==> src/rtl/console_writer_pkg.sv <==
// Shared character-display types and default screen geometry.
// Exports CHAR_ROWS, CHAR_COLUMNS, BLANK_CHAR, ADDR_W, char_t, cw().
package CharDisplayPkg;

  localparam int CHAR_ROWS = 30;
  localparam int CHAR_COLUMNS = 80;
  localparam logic [7:0] BLANK_CHAR = 8'h20;
  localparam int ADDR_W = 15;

  typedef logic [7:0] char_t;

  function automatic int cw(input int n);
    return (n > 1) ? $clog2(n) : 1;
  endfunction

endpackage

==> src/rtl/console_writer_cursor.sv <==
// ConsoleCursor: row/col counters with wrap plus the running row base.
// Ports: clk, rst_n, adv/nl/back/cr/home controls; row, col, base, next_base, col_last.
module ConsoleCursor
  import CharDisplayPkg::*;
#(
  parameter int ROWS = 30,
  parameter int COLS = 80,
  parameter int RW = 5,
  parameter int CW = 7
) (
  input  logic              clk,
  input  logic              rst_n,
  input  logic              adv,
  input  logic              nl,
  input  logic              back,
  input  logic              cr,
  input  logic              home,
  output logic [RW-1:0]     row,
  output logic [CW-1:0]     col,
  output logic [ADDR_W-1:0] base,
  output logic [ADDR_W-1:0] next_base,
  output logic              col_last
);

  logic row_last;
  logic wrap;

  assign col_last = (col == CW'(COLS - 1));
  assign row_last = (row == RW'(ROWS - 1));
  // base tracks row*COLS incrementally so no multiplier is needed
  assign next_base = row_last ? '0 : base + ADDR_W'(COLS);
  assign wrap = nl | (adv & col_last);

  always_ff @(posedge clk or negedge rst_n) begin
    if (!rst_n) begin
      row  <= '0;
      col  <= '0;
      base <= '0;
    end else if (home) begin
      row  <= '0;
      col  <= '0;
      base <= '0;
    end else if (wrap) begin
      col  <= '0;
      row  <= row_last ? '0 : row + 1'b1;
      base <= next_base;
    end else if (adv) begin
      col <= col + 1'b1;
    end else if (back) begin
      col <= col - 1'b1;
    end else if (cr) begin
      col <= '0;
    end
  end

endmodule

==> src/rtl/console_writer.sv <==
// console_writer: byte stream to character-memory writes with cursor control.
// Ports: i_clk, i_rst_n, i_valid/i_data/o_ready in, o_mem_* / i_mem_ready out, o_cursor_row/col. Macro: CONSOLE_WRITER_TAB_EN.
module console_writer #(
  parameter int CHAR_ROWS = CharDisplayPkg::CHAR_ROWS,
  parameter int CHAR_COLUMNS = CharDisplayPkg::CHAR_COLUMNS,
  parameter CharDisplayPkg::char_t BLANK_CHAR = CharDisplayPkg::BLANK_CHAR
) (
  input  logic        i_clk,
  input  logic        i_rst_n,
  input  logic        i_valid,
  input  logic [7:0]  i_data,
  output logic        o_ready,
  output logic        o_mem_valid,
  output logic [15:0] o_mem_addr,
  output logic [31:0] o_mem_w_data,
  input  logic        i_mem_ready,
  output logic [CharDisplayPkg::cw(CHAR_ROWS)-1:0]    o_cursor_row,
  output logic [CharDisplayPkg::cw(CHAR_COLUMNS)-1:0] o_cursor_col
);

  import CharDisplayPkg::*;

  localparam int RW = cw(CHAR_ROWS);
  localparam int CW = cw(CHAR_COLUMNS);
  localparam int CELLS = CHAR_ROWS * CHAR_COLUMNS;

  typedef enum logic [1:0] {
    IDLE,
    PUT,
    CLEAR_ROW,
    CLEAR_SCREEN
  } state_t;

  state_t state;
  logic ready;
  logic mem_valid;
  logic [ADDR_W-1:0] addr;
  logic [ADDR_W-1:0] left;
  char_t wdata;
  logic adv_q;
  logic tab_q;

  logic accept, done;
  logic is_print, is_nl, is_cr, is_bs, is_ff, is_tab;
  logic tab_more;
  logic c_adv, c_nl, c_back, c_cr, c_home;
  logic [RW-1:0] row;
  logic [CW-1:0] col;
  logic [ADDR_W-1:0] base, next_base;
  logic col_last;

  assign accept = i_valid & ready;
  assign done = mem_valid & i_mem_ready;

  assign is_print = (i_data >= 8'h20) && (i_data <= 8'h7e);
  assign is_nl = (i_data == 8'h0a);
  assign is_cr = (i_data == 8'h0d);
  assign is_bs = (i_data == 8'h08);
  assign is_ff = (i_data == 8'h0c);
`ifdef CONSOLE_WRITER_TAB_EN
  assign is_tab = (i_data == 8'h09);
`else
  assign is_tab = 1'b0;
`endif

  // a tab keeps blanking until the column after this write is a multiple of 8
  assign tab_more = ((int'(col) + 1) % 8) != 0;

  assign c_adv = (state == PUT) & done & adv_q;
  assign c_nl = accept & is_nl;
  assign c_back = accept & is_bs & (col != '0);
  assign c_cr = accept & is_cr;
  assign c_home = accept & is_ff;

  ConsoleCursor #(
    .ROWS(CHAR_ROWS),
    .COLS(CHAR_COLUMNS),
    .RW(RW),
    .CW(CW)
  ) u_cursor (
    .clk(i_clk),
    .rst_n(i_rst_n),
    .adv(c_adv),
    .nl(c_nl),
    .back(c_back),
    .cr(c_cr),
    .home(c_home),
    .row(row),
    .col(col),
    .base(base),
    .next_base(next_base),
    .col_last(col_last)
  );

  always_ff @(posedge i_clk or negedge i_rst_n) begin
    if (!i_rst_n) begin
      state     <= IDLE;
      ready     <= 1'b0;
      mem_valid <= 1'b0;
      addr      <= '0;
      wdata     <= '0;
      left      <= '0;
      adv_q     <= 1'b0;
      tab_q     <= 1'b0;
    end else begin
      unique case (state)
        IDLE: begin
          ready <= 1'b1;
          if (accept) begin
            unique case (1'b1)
              is_print | is_tab: begin
                state     <= PUT;
                ready     <= 1'b0;
                mem_valid <= 1'b1;
                addr      <= base + ADDR_W'(col);
                wdata     <= is_tab ? BLANK_CHAR : i_data;
                adv_q     <= 1'b1;
                tab_q     <= is_tab;
              end
              is_bs && (col != '0): begin
                state     <= PUT;
                ready     <= 1'b0;
                mem_valid <= 1'b1;
                addr      <= base + ADDR_W'(col) - 1'b1;
                wdata     <= BLANK_CHAR;
                adv_q     <= 1'b0;
                tab_q     <= 1'b0;
              end
              is_nl: begin
                state     <= CLEAR_ROW;
                ready     <= 1'b0;
                mem_valid <= 1'b1;
                addr      <= next_base;
                wdata     <= BLANK_CHAR;
                left      <= ADDR_W'(CHAR_COLUMNS - 1);
              end
              is_ff: begin
                state     <= CLEAR_SCREEN;
                ready     <= 1'b0;
                mem_valid <= 1'b1;
                addr      <= '0;
                wdata     <= BLANK_CHAR;
                left      <= ADDR_W'(CELLS - 1);
              end
              default: ;
            endcase
          end
        end
        PUT: begin
          if (done) begin
            if (adv_q && col_last) begin
              state <= CLEAR_ROW;
              addr  <= next_base;
              wdata <= BLANK_CHAR;
              left  <= ADDR_W'(CHAR_COLUMNS - 1);
            end else if (tab_q && tab_more) begin
              addr <= addr + 1'b1;
            end else begin
              state     <= IDLE;
              mem_valid <= 1'b0;
              ready     <= 1'b1;
            end
          end
        end
        CLEAR_ROW, CLEAR_SCREEN: begin
          if (done) begin
            if (left == '0) begin
              state     <= IDLE;
              mem_valid <= 1'b0;
              ready     <= 1'b1;
            end else begin
              left <= left - 1'b1;
              addr <= addr + 1'b1;
            end
          end
        end
      endcase
    end
  end

  assign o_ready = ready;
  assign o_mem_valid = mem_valid;
  assign o_mem_addr = {1'b0, addr};
  assign o_mem_w_data = {24'h0, wdata};
  assign o_cursor_row = row;
  assign o_cursor_col = col;

endmodule
==> config.mk <==
export PLATFORM = sky130hd
export DESIGN_NAME = console_writer
export DESIGN_NICKNAME = d
export VERILOG_FILES = /design/src/rtl/console_writer_pkg.sv /design/src/rtl/console_writer_cursor.sv /design/src/rtl/console_writer.sv
export SDC_FILE = /design/constraint.sdc
export NUM_CORES = 1
export LEC_CHECK = 0
export BUFFER_PORTS_ARGS = -buffer_cell sky130_fd_sc_hd__buf_4
export CAP_MARGIN = 20
export CORE_MARGIN = 2
export CORE_UTILIZATION = 60
export CTS_BUF_LIST = sky130_fd_sc_hd__clkbuf_2
export DETAILED_ROUTE_END_ITERATION = 8
export HOLD_SLACK_MARGIN = 0.1
export PLACE_DENSITY = 0.86
export SYNTH_ARGS = -nofsm -noshare
export SYNTH_HDL_FRONTEND = slang
export SYNTH_SLANG_ARGS = --single-unit
==> constraint.sdc <==
create_clock -name i_clk -period 3.5 [get_ports i_clk]
set_input_delay 0.7 -clock i_clk [delete_from_list [all_inputs] [get_ports i_clk]]
set_output_delay 0.7 -clock i_clk [all_outputs]
set_load 0.005 [all_outputs]
**Yosys cells after proc, flatten, opt, wreduce, memory -nomap -nowiden**

Cells that the tools add are included.

- Flip-flop bits (word level): 70
- Input bits: 12
- Output and inout port bits: 62
- Logic and storage cells: 125

- Add/sub/neg operators: 8
- $lt $le $gt $ge: 2
- Eq/ne operators: 21
- Multiplexer cells: 52
- Bitwise operators: 11
- Reduce and logical (&&, ||, !) cells: 21

Operators by type and width:

| cell | count |
|---|---|
| two-way mux 15 bit | 13 |
| one-hot mux 15 bit (3 select lines) | 2 |
| one-hot mux 15 bit (4 select lines) | 1 |
| two-way mux 7 bit | 5 |
| == test 8 x 4 -> 1 bit, second input constant | 4 |
| one-hot mux 8 bit (2 select lines) | 2 |
| one-hot mux 15 bit (2 select lines) | 1 |
| subtractor 15 x 1 -> 15 bit, second input constant | 2 |
| two-way mux 8 bit | 3 |
| AND reduction 6 bit | 3 |
| adder 15 x 1 -> 15 bit, second input constant | 1 |
| adder 15 x 7 -> 15 bit | 1 |
| adder 15 x 7 -> 15 bit, second input constant | 1 |
| logical NOT 15 bit | 1 |
| two-way mux 5 bit | 3 |
| != test 2 bit, second input constant | 7 |
| two-way mux 1 bit | 12 |
| one-hot mux 2 bit (3 select lines) | 2 |
| bitwise AND 1 bit | 10 |
| two-way mux 2 bit | 5 |
| AND reduction 5 bit | 2 |
| >= comparator 8 x 6 -> 1 bit, second input constant | 1 |
| less-or-equal comparator 8 x 7 -> 1 bit, second input constant | 1 |
| adder 7 x 1 -> 7 bit, second input constant | 1 |
| other kinds (23) | 31 |

**Depth between registers and ports, before layout**

- Depth in word-level cells: 7
- Depth in mapped cells: 11
- Depth with buffers taken out: 10

**Hierarchy**

Synthesis repeated with hierarchy kept, for this count alone.

- Cells, all modules: 719
- Area total of the unflattened synthesis: 5,863.1 µm²

By module, submodules not included:

| module | instances | cells an instance | area an instance (µm²) | sequential area each (µm²) |
|---|---|---|---|---|
| console_writer | 1 | 529 | 4,147.7 | 1,076.0 |
| ConsoleCursor | 1 | 190 | 1,715.4 | 675.6 |

**Least setup slack after synthesis**

No wires, ideal clock.

- Kind: reg2reg
- From: register u_cursor.col[0]
- To: register addr[11]
- Setup time: 0.136 ns
- Arrival: 2.681 ns
- Required time: 3.364 ns
- Path slack: 0.682 ns
- Cell stages (with the launch flop): 11
- Buffers on the path: 0
- Clock period less this slack: 2.818 ns
- Cell sequence: dfrtp_1 -> ha_1 -> fa_1 -> a211oi_1 -> and3_1 -> a31oi_1 -> o32a_2 -> or4_4 -> nor2_2 -> a311o_1 -> a31oi_1

- Word-level cells in the longest chain between the ends: 5
- Elaborated cells between the ends (all ways): 12
- Those cells by class: 2 x add/sub; 3 x eq/ne; 3 x mux; 4 x reduce/logical

Ends and longest elaborated chain:

| item | line | text |
|---|---|---|
| start, declared | console_writer_cursor.sv:19 | `output logic [CW-1:0] col,` |
| start signal, assigned | console_writer_cursor.sv:48 | `col <= col + 1'b1;` |
| start signal, assigned | console_writer_cursor.sv:50 | `col <= col - 1'b1;` |
| adder 15 x 7 -> 15 bit or nonzero test 7 bit (tied branches) | console_writer.sv:115, console_writer.sv:124, console_writer.sv:120 |  |
| subtractor 15 x 1 -> 15 bit or logical AND 1 bit (tied branches) | console_writer.sv:124, console_writer.sv:120 |  |
| one-hot mux 15 bit (4 select lines) | console_writer.sv:110 | `unique case (1'b1)` |
| two-way mux 15 bit | console_writer.sv:109 | `if (accept) begin` |
| one-hot mux 15 bit (3 select lines) | console_writer.sv:106 | `unique case (state)` |
| end signal, assigned | console_writer.sv:115 | `addr <= base + ADDR_W'(col);` |
| end signal, assigned | console_writer.sv:124 | `addr <= base + ADDR_W'(col) - 1'b1;` |
| end signal, assigned | console_writer.sv:133 | `addr <= next_base;` |
| end, declared | console_writer.sv:37 | `logic [ADDR_W-1:0] addr;` |

Several ways; a longest one is shown, not always the timed one. The select of a mux whose other input is x is not followed.
A chain may end at the register's enable or synchronous reset.

**Final worst setup path**

- From: register u_cursor.col[0]
- To: register addr[14]

Same word-level chain as after synthesis.

==> flow_metrics.env <==
export IMPL_fin_util=0.683
export IMPL_port_buffers=48
export IMPL_cp_slowest_cell="dfrtp_1"
export IMPL_cts_max_level=3
export IMPL_cts_resized=0
export IMPL_start_util=0.624
export IMPL_drv_cap=0
export IMPL_gp_congestion=0.977
export IMPL_combPwrFrac=0.035
export IMPL_slew_headroom=0.400
export IMPL_routedWlPerCell_um=18.3
export IMPL_design_area_sq_um=5980
export IMPL_path_cells="ha_1 -> fa_1 -> a211o_1 -> nand2_1 -> a31oi_1 -> xnor2_1 -> and3_1 -> nand3_1 -> mux2i_1 -> o221ai_1"
export IMPL_synth_seq_cells=70
export IMPL_hpwl_um=10800
export IMPL_clock_latency_ps=520
export IMPL_die_h_um=99.5
export IMPL_p_switching_w=0.000381
export IMPL_cts_tree="done"
export IMPL_grt_pass1_vias=4799
export IMPL_yosys_warnings=0
export IMPL_syn_inst=649
export IMPL_skew_ps=26.5
export IMPL_totalWireLength_um=14600
export IMPL_required_ps=3910
export IMPL_clock_root_buffer="clkbuf_2"
export IMPL_cts_max_path_buffers=2
export IMPL_rows=34
export IMPL_tightest_slew_ps=900
export IMPL_finalSetupViolations=0
export IMPL_antenna_found_initial=0
export IMPL_fin_tns_setup_ps=0
export IMPL_drcViolationCount=0
export IMPL_final_cells=802
export IMPL_synth_seq_area_share=0.320
export IMPL_drtPass1Iterations=8
export IMPL_rsz0062_at_grt="false"
export IMPL_syn_to_final_growth_pct=9.41
export IMPL_p_int_w=0.00107
export IMPL_clk_pin_slew_ps=250
export IMPL_seqPwrFrac=0.558
export IMPL_synthTopCellsByCount="70 x dfrtp_1, 63 x nand2_1, 51 x nor2_1"
export IMPL_ant_nets=0
export IMPL_syn_avg_cell_area_sq_um=8.42
export IMPL_dp_cells=786
export IMPL_dieArea_sq_um=9890
export IMPL_nets=718
export IMPL_cp_max_fo=7
export IMPL_viasPerCell=6.53
export IMPL_placed_area_sq_um=5830
export IMPL_async_reset_ff_frac=1.00
export IMPL_hp_class="primary input to asynchronous set/reset pin"
export IMPL_netlist_top_cell_by_area="dfrtp_1"
export IMPL_status="finished clean"
export IMPL_p_leak_nw=2.70
export IMPL_finalCritPeriodShare=0.911
export IMPL_power_density_nw_per_um2=243
export IMPL_antenna_cells=0
export IMPL_synth_top_area_frac=0.320
export IMPL_synth_flop_cell="dfrtp_1"
export IMPL_coreArea_sq_um=8760
export IMPL_synth_edf_count=0
export IMPL_final_hold_viol_count=0
export IMPL_place_ws_ps=440
export IMPL_crit_arrival_ps=3600
export IMPL_start_kind="register"
export IMPL_syn_area_sq_um=5470
export IMPL_clkPwrFrac=0.407
export IMPL_synth_most_common_cell="dfrtp_1"
export IMPL_drt_iter0_markers=560
export IMPL_synth_cell_type_count=86
export IMPL_ir_drop_mv=0.199
export IMPL_slowest_delay_ps=500
export IMPL_drive_above_1_share=0.153
export IMPL_synth_area_top_cells="dfrtp_1 32%, nand2_1 4.3%, nand3_1 3.8%, buf_4 3.7%, ha_1 3.7%"
export IMPL_io_pins=74
export IMPL_drv_slew=0
export IMPL_grt_max_degree=71
export IMPL_p_sw_frac=0.262
export IMPL_overflow=0
export IMPL_cts_inserted_buffers=9
export IMPL_timing_final_ws_setup_ps=313
export IMPL_fmax_mhz=314
export IMPL_vias=5236
export IMPL_post_cts_buffers=0
export IMPL_fp_dieW_um=99.5
export IMPL_finalCriticalPeriod_ps=3190
export IMPL_path_class="register to register"
export IMPL_grt_pass1_wl_um=24000
export IMPL_clock_sinks=70
export IMPL_crit_path_end_kind="register"
export IMPL_track_usage=0.301
export IMPL_ctsHoldBuffers=0
layout make-up:
class | count | area, sq um
multi-input cells | 532 | 3430
flip-flops and latches | 70 | 1750
clock inverters | 7 | 105
repair buffers | 61 | 458
well taps | 108 | 135
inverters | 15 | 56.3
fillers | 671 | 2780
clock buffers | 9 | 45.0
worst max-delay path, delay by kind of cell, from the launching register on:
kind | cells | cell delay, ps
mux | 1 | 230
simple gates | 3 | 540
xor+xnor | 1 | 450
flops | 1 | 500
fa+ha+maj | 2 | 760
compound gates | 3 | 600
stage by stage:
stage                     power (W)  hold WS (ps)
after detailed placement   0.000875           461
after global placement     0.000875           456
final                       0.00145           245
after global routing        0.00150           287
after CTS                   0.00145           268
after floorplan            0.000862           404
cells in the final DEF (no fill, tap or decap), drive strengths merged, types with 4 or more instances in the layout:
master,n
nand3,42
xor2,22
o31ai,10
inv,17
nand4,8
o21ai,54
o221ai,5
mux2i,4
o211ai,6
a22o,6
nor3,15
ha,16
a211oi,7
a21oi,35
nand2b,5
xnor2,22
nor2,54
nand2,64
o21a,4
or4,4
clkbuf,9
nor4,10
nor2b,12
and3,18
dfrtp,70
or2,4
o22ai,4
a31oi,10
buf,61
conb,25
and2,4
a21o,4
and4,4
power groups by stage:
stage / clock network, W / registers, W / logic [W]
2_1_floorplan: 0 / 0.000824 / 0.0000378
3_3_place_gp: 0 / 0.000824 / 0.0000502
3_5_place_dp: 0 / 0.000824 / 0.0000511
4_1_cts: 0.000591 / 0.000811 / 0.0000512
5_1_grt: 0.000627 / 0.000811 / 0.0000581
6_report: 0.000591 / 0.000811 / 0.0000510
metal layers:
layer  track usage  routed length [um]  vias up
met1         0.415                6160     2496
li1              -                   -     2426
met5             0                   0        -
met2         0.482                7080      277
met4         0.120                 342        0
met3        0.0422                1060       37
sequential cells by signal, indices dropped and copies added (netlist names):
signal and cells:
addr 15, adv_q 1, left 15, o_mem_valid 1, o_ready 1, state 2, u_cursor.base 15, u_cursor.col 7
u_cursor.row 5, wdata 8
kinds of logic after synthesis:
kind of cell	count (synthesis)	synth area share
compound gates	183	0.234
xor+xnor	44	0.0739
fa+ha+maj	17	0.0403
buf+inv	71	0.0686
flops	70	0.320
mux	5	0.00938
other cells	1	0.000686
simple gates	258	0.253
path summary, 6_finish.rpt:
path | from | end | slack, ps | depth (start not counted)
max in group asynchronous | i_rst_n | u_cursor.base[8]$_DFFE_PN0P_ | 2640 | 1
hold / removal | i_rst_n | left[7]$_DFFE_PN0P_ | 240 | 1
setup reg to reg | u_cursor.col[0]$_DFFE_PN0P_ | addr[14]$_DFFE_PN0P_ | 310 | 10
min in group i_clk | i_data[4] | wdata[4]$_DFFE_PN0P_ | 420 | 3
hold reg to reg | wdata[1]$_DFFE_PN0P_ | wdata[1]$_DFFE_PN0P_ | 510 | 2
setup / recovery | u_cursor.col[0]$_DFFE_PN0P_ | addr[14]$_DFFE_PN0P_ | 310 | 10
Power figures use the tool's default switching activity.
